[src/rtl/sweep_cmd_decoder.sv]
// rtl/sweep_cmd_decoder.sv - pops 11-byte command frames, validates them and drives sweep/PLL config
module sweep_cmd_decoder #(
  parameter int          FRAME_BYTES = 11,
  parameter logic [7:0]  HEADER      = 8'hA5,
  parameter logic [31:0] DEF_DWELL   = 32'd1000,
  parameter int          CNT_W       = 16
) (
  input  logic                     clk,
  input  logic                     reset,
  input  logic [8*FRAME_BYTES-1:0] fifo_dout,
  input  logic                     fifo_empty,
  output logic                     fifo_rd_en,
  input  logic                     sweep_busy,
  output logic [31:0]              start_word,
  output logic [31:0]              step_word,
  output logic [31:0]              dwell_cycles,
  output logic [15:0]              kp,
  output logic [15:0]              ki,
  output logic                     sweep_start,
  output logic                     sweep_stop,
  output logic                     cfg_valid,
  output logic [CNT_W-1:0]         frame_ok_cnt,
  output logic [CNT_W-1:0]         frame_err_cnt
);

  typedef enum logic [1:0] {IDLE, CHECK, APPLY} state_t;

  state_t                   state;
  logic [8*FRAME_BYTES-1:0] frame_q;
  logic                     ok_q;

  logic [7:0]  hdr;
  logic [7:0]  cmd;
  logic [7:0]  csum_rx;
  logic [7:0]  csum_calc;
  logic [31:0] field_a;
  logic [31:0] field_b;
  logic        cmd_legal;

  assign hdr     = frame_q[7:0];
  assign cmd     = frame_q[15:8];
  assign field_a = {frame_q[23:16], frame_q[31:24], frame_q[39:32], frame_q[47:40]};
  assign field_b = {frame_q[55:48], frame_q[63:56], frame_q[71:64], frame_q[79:72]};
  assign csum_rx = frame_q[87:80];

  always_comb begin
    csum_calc = 8'h00;
    for (int k = 0; k < 10; k++) begin
      csum_calc = csum_calc ^ frame_q[8*k +: 8];
    end
  end

  // Configuration writes are refused mid-sweep so the sweeper never sees a half-updated setup.
  always_comb begin
    cmd_legal = 1'b0;
    case (cmd)
      8'h01:   cmd_legal = !sweep_busy;
      8'h02:   cmd_legal = !sweep_busy && (field_a != 32'd0);
      8'h03:   cmd_legal = cfg_valid && !sweep_busy;
      8'h04:   cmd_legal = 1'b1;
      8'h05:   cmd_legal = !sweep_busy;
      default: cmd_legal = 1'b0;
    endcase
  end

  assign fifo_rd_en = (state == IDLE) && !fifo_empty;

  always_ff @(posedge clk) begin
    if (reset) begin
      state         <= IDLE;
      frame_q       <= '0;
      ok_q          <= 1'b0;
      start_word    <= '0;
      step_word     <= '0;
      dwell_cycles  <= DEF_DWELL;
      kp            <= '0;
      ki            <= '0;
      sweep_start   <= 1'b0;
      sweep_stop    <= 1'b0;
      cfg_valid     <= 1'b0;
      frame_ok_cnt  <= '0;
      frame_err_cnt <= '0;
    end else begin
      sweep_start <= 1'b0;
      sweep_stop  <= 1'b0;
      case (state)
        IDLE: begin
          if (!fifo_empty) begin
            frame_q <= fifo_dout;
            state   <= CHECK;
          end
        end
        CHECK: begin
          ok_q  <= (hdr == HEADER) && (csum_calc == csum_rx) && cmd_legal;
          state <= APPLY;
        end
        APPLY: begin
          if (ok_q) begin
            case (cmd)
              8'h01: begin
                start_word <= field_a;
                step_word  <= field_b;
                cfg_valid  <= 1'b1;
              end
              8'h02:   dwell_cycles <= field_a;
              8'h03:   sweep_start  <= 1'b1;
              8'h04:   sweep_stop   <= 1'b1;
              8'h05: begin
                kp <= field_a[15:0];
                ki <= field_b[15:0];
              end
              default: ;
            endcase
            if (frame_ok_cnt != {CNT_W{1'b1}}) frame_ok_cnt <= frame_ok_cnt + 1'b1;
          end else begin
            if (frame_err_cnt != {CNT_W{1'b1}}) frame_err_cnt <= frame_err_cnt + 1'b1;
          end
          state <= IDLE;
        end
        default: state <= IDLE;
      endcase
    end
  end

endmodule

[config.mk]
export PLATFORM = sky130hd
export DESIGN_NAME = sweep_cmd_decoder
export DESIGN_NICKNAME = d
export VERILOG_FILES = /design/src/rtl/sweep_cmd_decoder.sv
export SDC_FILE = /design/constraint.sdc
export NUM_CORES = 1
export LEC_CHECK = 0
export ABC_AREA = 1
export BUFFER_PORTS_ARGS = -buffer_cell sky130_fd_sc_hd__clkbuf_2
export CAP_MARGIN = 20
export CORE_MARGIN = 2
export CORE_UTILIZATION = 48
export CTS_CLUSTER_DIAMETER = 200
export DETAILED_ROUTE_END_ITERATION = 10
export GPL_ROUTABILITY_DRIVEN = 0
export PLACE_DENSITY = 0.76
export SLEW_MARGIN = 20
export SYNTH_ARGS = -nofsm -noshare
export SYNTH_HDL_FRONTEND = slang
export SYNTH_SLANG_ARGS = --single-unit
export TNS_END_PERCENT = 50
[constraint.sdc]
create_clock -name clk -period 1.7 [get_ports clk]
set_input_delay 0 -clock clk [delete_from_list [all_inputs] [get_ports clk]]
set_output_delay 0 -clock clk [all_outputs]
set_load 0.02 [all_outputs]
==> metrics.txt, run 1 <==
status=complete, but fails checks; failing checks=setup timing; Crit path required time=2.15 ns; Pleak=0.00676 µW; Yosys top cell by area=dfxtp_1; Fin Clk Skew=0.0255 ns; Initial Util=0.487; Post-Place Cells=1855; f_max=between 0.5 and 0.6 GHz; I/O Buffers=about 260; cell family with most CP delay=simple AND/OR/NAND/NOR gates; ant diodes=0; CTS tree=built; peak supply drop=roughly 0.70 mV; Filler cells=1609; post-synthesis register bit count=254; Final WS setup=-0.0145 ns; worst-margin pin slew=0.401 ns; type of origin of the critical path=flip-flop; synthesized-area fraction occupied by adder cells=0.00237; Clk network pwr share=0.432; Fin. Hold Viols=0; total track usage=0.273; Final Cycle Share=1.01; Synth Instances=between 1000 and 1500; Post-Layout Cell Count=2036; hpwl dp=22100 µm; Core Util, Final=0.695; Seq/Total Area, Yosys=0.481; DR pass1 iterations=5; vias per inst=5.39; clk_lat worst skew=0.54 ns; largest net degree at the start of global routing=69; Relative slew margins=0.730; initial antenna violation count=0; crit-path cells=nor4_4 -> nand2_2 -> nor3_4 -> buf_6 -> buf_4 -> clkbuf_16 -> buf_4 -> o21ai_1 -> a21oi_2; Most common cell on crit path=buf_4; sequential share of power=0.444; H-tree Lvls=1; post-route ant nets=0; Residual DRC=0; minimum clock period=1.71 ns; Setup crit end kind=flip-flop; die area=between 20000 and 25000 µm²; CTS Buf Count=27; total gr overflow=0; worst min path class=primary input to flip-flop; Synth Cell Area=10600 µm²; unrepaired setup endpoints after global routing=yes; # rows=54; Core Region=approximately 22000 µm²; yosys warns=0; CP max stage cell=dfxtp_4; Logic pwr share=0.124; CP Max Fanout=4; layout cells sized above 1=0.317; critical path's largest stage delay=0.35 ns; fin. max-slew vios=0; die width=152 µm; clk buf depth=3; number of top-level pins=256; Buf/Inv on CP=4; largest family of logic cells by synthesized area=compound AO/OA/AOI/OAI gates; syn_nets=between 1000 and 1500; Synth Area in Simple Gates=0.154; clk root buf=clkbuf_16; Worst R2R Setup Slack=-0.01 ns; Yosys top cell area share=0.481; fin area=15100 µm²; proportion of synthesized area in mux cells=0; Power Total=14300 µW; max-cap viol count=0; First DRT Iteration DRCs=987; placed cell area=12400 µm²; Final Setup Violations=2; clock sink count=~250; Synth area leaders=dfxtp_1 (48%), o21ai_0 (8.6%), a21oi_1 (8.3%); Compound-Gate Fraction of Synth Area=0.237; Wirelength per Cell=17.9 µm; number of global-route vias before repair=9971; first-pass GRT wire length=52000 µm; Yosys cell types=just over 40; Crit Path Class=flip-flop to flip-flop; Setup TNS=-0.0219 ns; Power Density=between 900 and 1000 nW/µm²; sw power=roughly 3700 µW; Sw Share=0.258; wirelength, routed=36400 µm; clock-pin slew on the worst setup and hold paths=0.06 ns; Die H=152 µm; average size of a mapped cell=7.88 µm²; Final nets=about 1800; Synth Area in XOR/XNOR=0.0340; DR vias=between 10000 and 15000; internal power=10600 µW; Area Growth Syn to Fin=42.7%; Worst EP arrival=between 2 and 2.5 ns
[final cells by class]
type	count	area [µm²]	share of cell area
tap	280	350	0.0232
clock buffer	44	861	0.0571
multi-input combinational	874	4760	0.316
inverter	140	551	0.0365
sequential	254	5140	0.341
timing repair buffer	438	3330	0.221
clock inverter	6	83.8	0.00556
[cell usage in the layout, fill, tap and decap left out, drive strengths merged, types with 5 or more instances in the layout]
cell type	netlist	layout
nor3	15	15
nor2	93	93
xnor2	21	21
nand4	9	9
dlygate4sd3	0	90
o21ai	228	228
nand2	198	198
o211ai	6	6
a21oi	221	221
nor4	7	7
inv	139	141
buf	30	82
dfxtp	254	254
clkbuf	43	310
nand3b	5	5
xor2	20	20
nand3	42	42
[cell families after synthesis]
group | Yosys count
simple gates | 371
xor+xnor | 41
compound gates | 460
flops | 254
buf+inv | 213
fa+ha+maj | 2
[worst reg2reg max path, stage by stage (launching register included)]
cell and delay (ns):
dfxtp_4 0.35, nor4_4 0.29, nand2_2 0.12, nor3_4 0.17
buf_6 0.16, buf_4 0.13, clkbuf_16 0.13, buf_4 0.11
o21ai_1 0.06, a21oi_2 0.12
[registers in the layout, indices dropped and copies added, names as in the netlist]
signal / count
frame_q: 88
dwell_cycles: 32
start_word: 32
step_word: 32
frame_err_cnt: 16
frame_ok_cnt: 16
ki: 16
kp: 16
state: 2
cfg_valid: 1
ok_q: 1
sweep_start: 1
sweep_stop: 1
[synth_stat cells (all sizes together)]
library cell / count
dfxtp: 254
o21ai: 228
a21oi: 221
nand2: 198
inv: 139
nor2: 93
clkbuf: 43
nand3: 42
buf: 30
xnor2: 21
xor2: 20
nor3: 15
nand4: 9
nor4: 7
o211ai: 6
nand3b: 5
a211oi: 2
ha: 2
nor3b: 2
o21a: 2
clkinv: 1
o22ai: 1
[power groups by stage]
stage / Sequential [µW] / Combinational (µW) / Clock (µW)
global route: 6380 / 1980 / 6430
global placement: 6460 / 1450 / 0
CTS: 6340 / 1670 / 6170
detailed placement: 6470 / 1490 / 0
floorplan: 6400 / 1020 / 0
finish: 6370 / 1780 / 6190
[worst paths after layout]
path	cells past startpoint	start	to
setup / recovery	9	frame_q[13]	step_word[24]
hold / removal	5	fifo_empty	frame_q[13]
setup reg to reg	9	frame_q[13]	step_word[24]
hold reg to reg	2	frame_q[84]	frame_q[84]
[stage by stage]
stage / worst slack [ns] / hold slack, ns
6_report: -0.0145 / 0.0175
5_1_grt: -0.127 / 0.0355
4_1_cts: -0.0260 / 0.0372
3_5_place_dp: -0.0291 / 0.234
3_3_place_gp: 0.00880 / 0.229
2_1_floorplan: -0.0106 / 0.135
[per-layer routing]
| metal | GRT usage | up-vias | share of wire |
|---|---|---|---|
| met4 | 0.0921 | 0 | 0.030 |
| met2 | 0.451 | 551 | 0.48 |
| met5 | 0 | - | 0 |
| met3 | 0.0435 | 89 | 0.079 |
| li1 | - | 5236 | - |
| met1 | 0.367 | 5108 | 0.41 |
[repair_timing]
item	in CTS	in global routing
hold buffers	90	0
setup buffers	4	25
gates resized for setup	7	129
endpoints found under the hold margin	116	0
pin swaps	4	21
cloned	0	12
setup endpoints to repair	8	132
Power figures use the tool's default switching activity.
==> run 2, diff against run 1 <==
- clock period: 1.7 -> 1.55 ns (I/O delays scaled with it)
==> run 2 against run 1 <==
Effect of this change:
- largest power group unchanged
- cell area increased by 3.3%
- critical endpoint is now ki[9]
- setup slack got worse by 0.25 ns
- die area unchanged
- the run still ends with setup timing left
- first-iteration DRC count increased by 24%
- sequential power increased by 9.3%
- non-clock buffer count increased by 34
- clock skew decreased by 0.0041 ns
- register-to-register slack got worse by 0.25 ns
==> metrics.txt, run 2 (same netlist as run 1, synthesis figures left out) <==
status=complete, but fails checks; failing checks=setup timing; first-pass GRT wire length=53700 µm (+3.2%); minimum clock period=1.81 ns (+0.0973 ns); f_max=0.552 GHz (-5.4%); # rows=54 (unchanged); area of the multi-input gates=5020 µm² (+5.5%); Top reg by flops=frame_q; vias per inst=5.54 (+2.6%); Setup crit end kind=flip-flop; First DRT Iteration DRCs=1220 (+24%); CP Max Fanout=8 (+4); post-route ant nets=0 (unchanged); Crit path required time=1.97 ns (-0.18 ns); Final WS setup=-0.262 ns (-0.247 ns); Final Cycle Share=1.17 (+0.160); unrepaired setup endpoints after global routing=yes; H-tree Lvls=1 (unchanged); clock sink count=254 (unchanged); Filler cells=1481 (-8.0%); register area=5140 µm² (unchanged); worst-margin pin slew=0.375 ns (-0.0269 ns); max-cap viol count=0 (unchanged); total track usage=0.282 (+0.00826); number of top-level pins=256 (unchanged); Wirelength per Cell=18.6 µm (+4.1%); hpwl dp=22700 µm (+2.5%); Worst EP arrival=2.24 ns (+0.07 ns); type of origin of the critical path=flip-flop; fin area=15600 µm² (+3.3%); Post-Place Cells=1898 (+2.3%); placed cell area=12700 µm² (+3.0%); fin. max-slew vios=0 (unchanged); Final nets=1861 (+1.7%); worst min path class=primary input to flip-flop; Relative slew margins=0.748 (+0.0185); Power Density=985 nW/µm² (+3.6%); crit path launch=frame_q[15]; total gr overflow=0 (unchanged); wirelength, routed=38500 µm (+5.6%); die area=23200 µm² (unchanged); Crit Path Class=flip-flop to flip-flop; initial antenna violation count=0 (unchanged); layout cells sized above 1=0.351 (+0.0333); Residual DRC=0 (unchanged); clock-pin slew on the worst setup and hold paths=0.07 ns (about the same); CTS Buf Count=25 (-7.4%); worst hold slack=0.294 ns (+0.276 ns); worst hold start=fifo_dout[80]; Die H=152 µm (unchanged); peak supply drop=0.795 mV (+14%); DR vias=11400 (+4.1%); Core Region=21700 µm² (unchanged); Initial Util=0.487 (unchanged); number of flip-flops in the largest register=88 (unchanged); clk_lat worst skew=0.54 ns (about the same); Fin. Hold Viols=0 (unchanged); Post-Layout Cell Count=2066 (+1.5%); most frequent cells in the layout=clkbuf_2 (254), dfxtp_1 (225), nand2_1 (175), a21oi_1 (155), inv_1 (128); clk root buf=clkbuf_16; DR pass1 iterations=6 (+1); number of global-route vias before repair=10300 (+3.5%); Area Growth Syn to Fin=47.3%; Pleak=0.00699 µW (+3.4%); cell depth of the worst flop-to-flop path=8 (-1); FF-to-FF Start=frame_q[15]; largest net degree at the start of global routing=71 (+2.9%); I/O Buffers=255 (unchanged); Fin Clk Skew=0.0215 ns (-0.00407 ns); hold depth=4 (-1); commonest non-fill, non-tap cell in the layout=clkbuf_2; ant diodes=0 (unchanged); clk buf depth=3 (unchanged); die width=152 µm (unchanged); CTS tree=built; Final Setup Violations=147 (+145)
run 2: what timing repair did:
action                                  in CTS  in global routing
buffers inserted                             3                 14
hold buffers                                92                  0
endpoints found under the setup margin     116                155
pin swaps                                    7                 35
gates resized for setup                     43                193
hold endpoints to repair                   127                  0
gates cloned                                 1                 13
run 2: report_power, final:
group          internal (µW)  leakage (µW)  switching [µW]
Combinational            873       0.00449            1240
Clock                   3580      0.000421            2690
Sequential              6730       0.00208             230
Total                  11200       0.00699            4150
run 2: area by class of cell:
class / instances / area share
inverter: 140 / 0.0366
timing repair buffer: 472 / 0.235
sequential: 254 / 0.330
multi-input combinational: 874 / 0.323
tap: 280 / 0.0225
clock buffer: 29 / 0.0424
clock inverter: 17 / 0.0111
run 2: worst paths after layout:
| check | endpoint | slack [ns] |
|---|---|---|
| setup / recovery | ki[9] | -0.26 |
| hold / removal | frame_q[80] | 0.29 |
| setup reg to reg | ki[9] | -0.26 |
| hold reg to reg | frame_q[87] | 0.47 |
run 2: metrics by stage:
stage | setup slack [ns] | util | setup TNS (ns) | total power (µW)
final | -0.262 | 0.718 | -14.50 | 15300
after global routing | -0.319 | 0.718 | -25.23 | 15800
after CTS | -0.0963 | 0.676 | -4.33 | 15100
after detailed placement | -0.122 | 0.588 | -3.20 | 8790
after global placement | -0.0402 | 0.588 | -0.187 | 8740
after floorplan | -0.0536 | - | -0.257 | 8130
run 2: layer usage:
| layer | global-route usage | vias up | wire length [µm] |
|---|---|---|---|
| met2 | 0.465 | 705 | 18000 |
| met3 | 0.0449 | 135 | 3700 |
| met5 | 0 | - | 0 |
| met1 | 0.378 | 5282 | 15100 |
| li1 | - | 5317 | - |
| met4 | 0.0935 | 0 | 1750 |
run 2: critical path: stages (launching register included):
cell	delay, ns
dfxtp_4	0.35
nor4_4	0.32
nand2_2	0.13
inv_2	0.08
nand4_1	0.08
bufinv_8	0.29
buf_12	0.16
o21ai_1	0.07
a21oi_1	0.23
==> run 3, diff against run 2 <==
- CORE_ASPECT_RATIO: not set -> 0.9
- CORE_UTILIZATION: 48 -> 45
- GPL_ROUTABILITY_DRIVEN: 0 -> not set
- PLACE_DENSITY: 0.76 -> 0.72
==> run 3 against run 2 <==
Effect of this change:
- the run still ends with setup timing left
- critical path depth is the same
- first-iteration DRC count shrank 18%
- fmax grew 3.3%
- clock-buffer cell count grew 9
- global-route usage shrank 1.2 points
- worst hold slack lost 0.040 ns
- cell count grew 1.6%
- via count shrank 2.7%
- cell area grew 0.18%
- largest power group unchanged
==> metrics.txt, run 3 (same netlist as run 1, synthesis figures left out) <==
clock-pin slew on the worst setup and hold paths=0.06 ns (about the same); Residual DRC=0 (unchanged); clock sink count=254 (unchanged); First DRT Iteration DRCs=999 (-18%); Power Total=15600 µW (+1.8%); Setup TNS=-9.37 ns (+5.13 ns); hpwl dp=23400 µm (+2.9%); Crit path required time=2.03 ns (+0.06 ns); CP max stage cell=dfxtp_2; peak supply drop=0.897 mV (+13%); DR vias=11100 (-2.7%); die width=166 µm (+8.6%); CTS tree=built; area of the multi-input gates=4900 µm² (-2.5%); RePlAce Congestion=0.932; R2R Path End=kp[11]; Filler cells=1812 (+22%); total gr overflow=0 (unchanged); fin area=15600 µm² (+0.18%); placed cell area=12800 µm² (+0.49%); Post-Place Cells=1928 (+1.6%); clk_lat worst skew=0.55 ns (about the same); Fin Clk Skew=0.0188 ns (-0.00269 ns); Power Density=1000 nW/µm² (+1.6%); failing checks=setup timing; number of global-route vias before repair=10300 (-0.087%); Initial Util=0.455 (-0.0320); Setup WS pre-CTS=-0.0946 ns (+0.0276 ns); Worst EP arrival=2.23 ns (about the same); CP Capture Point=kp[11]; unrepaired setup endpoints after global routing=yes; Setup crit end kind=flip-flop; Crit Path Class=flip-flop to flip-flop; FF-to-FF Start=frame_q[12]; wirelength, routed=36100 µm (-6.1%); number of flip-flops in the largest register=88 (unchanged); H-tree Lvls=1 (unchanged); CP Max Fanout=8 (unchanged); fin. max-slew vios=0 (unchanged); register area=5130 µm² (-0.27%); Post-Layout Cell Count=2100 (+1.6%); layout cells sized above 1=0.332 (-0.0183); CTS Buf Count=27 (+8.0%); Final Setup Violations=115 (-22%); Core Region=23200 µm² (+7.0%); Pleak=0.00702 µW (+0.40%); worst-margin pin slew=0.365 ns (-0.00995 ns); status=complete, but fails checks; max-cap viol count=0 (unchanged); Wirelength per Cell=17.2 µm (-7.6%); crit-path cells=nor4_4 -> nand2_2 -> inv_2 -> nand4_1 -> bufinv_8 -> clkbuf_16 -> o21ai_0 -> a21oi_2; worst min path class=primary input to flip-flop; DR pass1 iterations=8 (+2); total track usage=0.269 (-0.0125); Final WS setup=-0.204 ns (+0.0573 ns); clk root buf=clkbuf_16; minimum clock period=1.75 ns (-0.0573 ns); number of top-level pins=256 (unchanged); Final Cycle Share=1.13 (-0.0370); largest net degree at the start of global routing=71 (unchanged); commonest non-fill, non-tap cell in the layout=clkbuf_2; Relative slew margins=0.755 (+0.00669); Die H=149 µm (-2.0%); most frequent cells in the layout=clkbuf_2 (254), dfxtp_1 (234), nand2_1 (184), a21oi_1 (149), o21ai_0 (144); die area=24700 µm² (+6.5%); # rows=53 (-1.9%); Fin. Hold Viols=0 (unchanged); first-pass GRT wire length=52800 µm (-1.6%); Worst R2R Setup Slack=-0.20 ns (+0.06 ns); initial antenna violation count=1 (+1); cell depth of the worst flop-to-flop path=8 (unchanged); critical path's largest stage delay=0.33 ns (-0.02 ns); vias per inst=5.30 (-4.3%); crit path launch=frame_q[12]; clk buf depth=3 (unchanged); f_max=0.570 GHz (+3.3%); Area Growth Syn to Fin=47.6%; Top reg by flops=frame_q; post-route ant nets=0 (unchanged); Final nets=1874 (+0.70%); I/O Buffers=255 (unchanged); type of origin of the critical path=flip-flop
==> run 3: worst max-delay path, delay by kind of cell (launching register included) <==
| kind | cells | cell delay, ns |
|---|---|---|
| simple gates | 3 | 0.54 |
| buf+inv | 3 | 0.53 |
| flops | 1 | 0.33 |
| compound gates | 2 | 0.30 |
==> run 3: final cells by class <==
| cell class | count | area share |
|---|---|---|
| diodes | 1 | 0.000160 |
| clock buffers | 38 | 0.0518 |
| clock inverters | 8 | 0.00706 |
| inverters | 140 | 0.0363 |
| multi-input cells | 874 | 0.314 |
| flip-flops and latches | 254 | 0.329 |
| well taps | 302 | 0.0242 |
| repair buffers | 482 | 0.237 |
| repair inverters | 1 | 0.000561 |
==> run 3: repair_timing <==
item,CTS,global route
setup buffers,7,13
gates cloned,2,12
setup endpoints to repair,107,156
hold buffers,91,0
pin swaps,3,29
resized for setup,46,118
endpoints found under the hold margin,126,0
==> run 3: how the worst min path moves through the flow <==
stage                   from          end  depth (start not counted)
5_1_grt        fifo_dout[80]  frame_q[80]                          4
3_5_place_dp    fifo_dout[6]   frame_q[6]                          3
3_3_place_gp   fifo_dout[80]  frame_q[80]                          3
6_report       fifo_dout[80]  frame_q[80]                          4
2_1_floorplan   fifo_dout[1]   frame_q[1]                          2
4_1_cts        fifo_dout[80]  frame_q[80]                          4
==> run 3: metrics by stage <==
| stage | utilization | hold slack [ns] |
|---|---|---|
| after floorplan | - | 0.135 |
| after global placement | 0.552 | 0.227 |
| after detailed placement | 0.552 | 0.241 |
| after CTS | 0.639 | 0.253 |
| after global routing | 0.672 | 0.278 |
| final | 0.672 | 0.254 |
==> run 3: power breakdown <==
group	total, µW	switching, µW	internal (µW)
Combinational	2020	1160	863
Sequential	6960	234	6730
Clock	6630	2670	3960
Total	15600	4070	11600
==> run 3: routing by layer <==
metal / global-route usage / up-vias / share of wire
met5: 0 / - / 0
met4: 0.0909 / 0 / 0.035
met3: 0.0503 / 95 / 0.089
met2: 0.417 / 532 / 0.46
met1: 0.377 / 5180 / 0.42
li1: - / 5320 / -
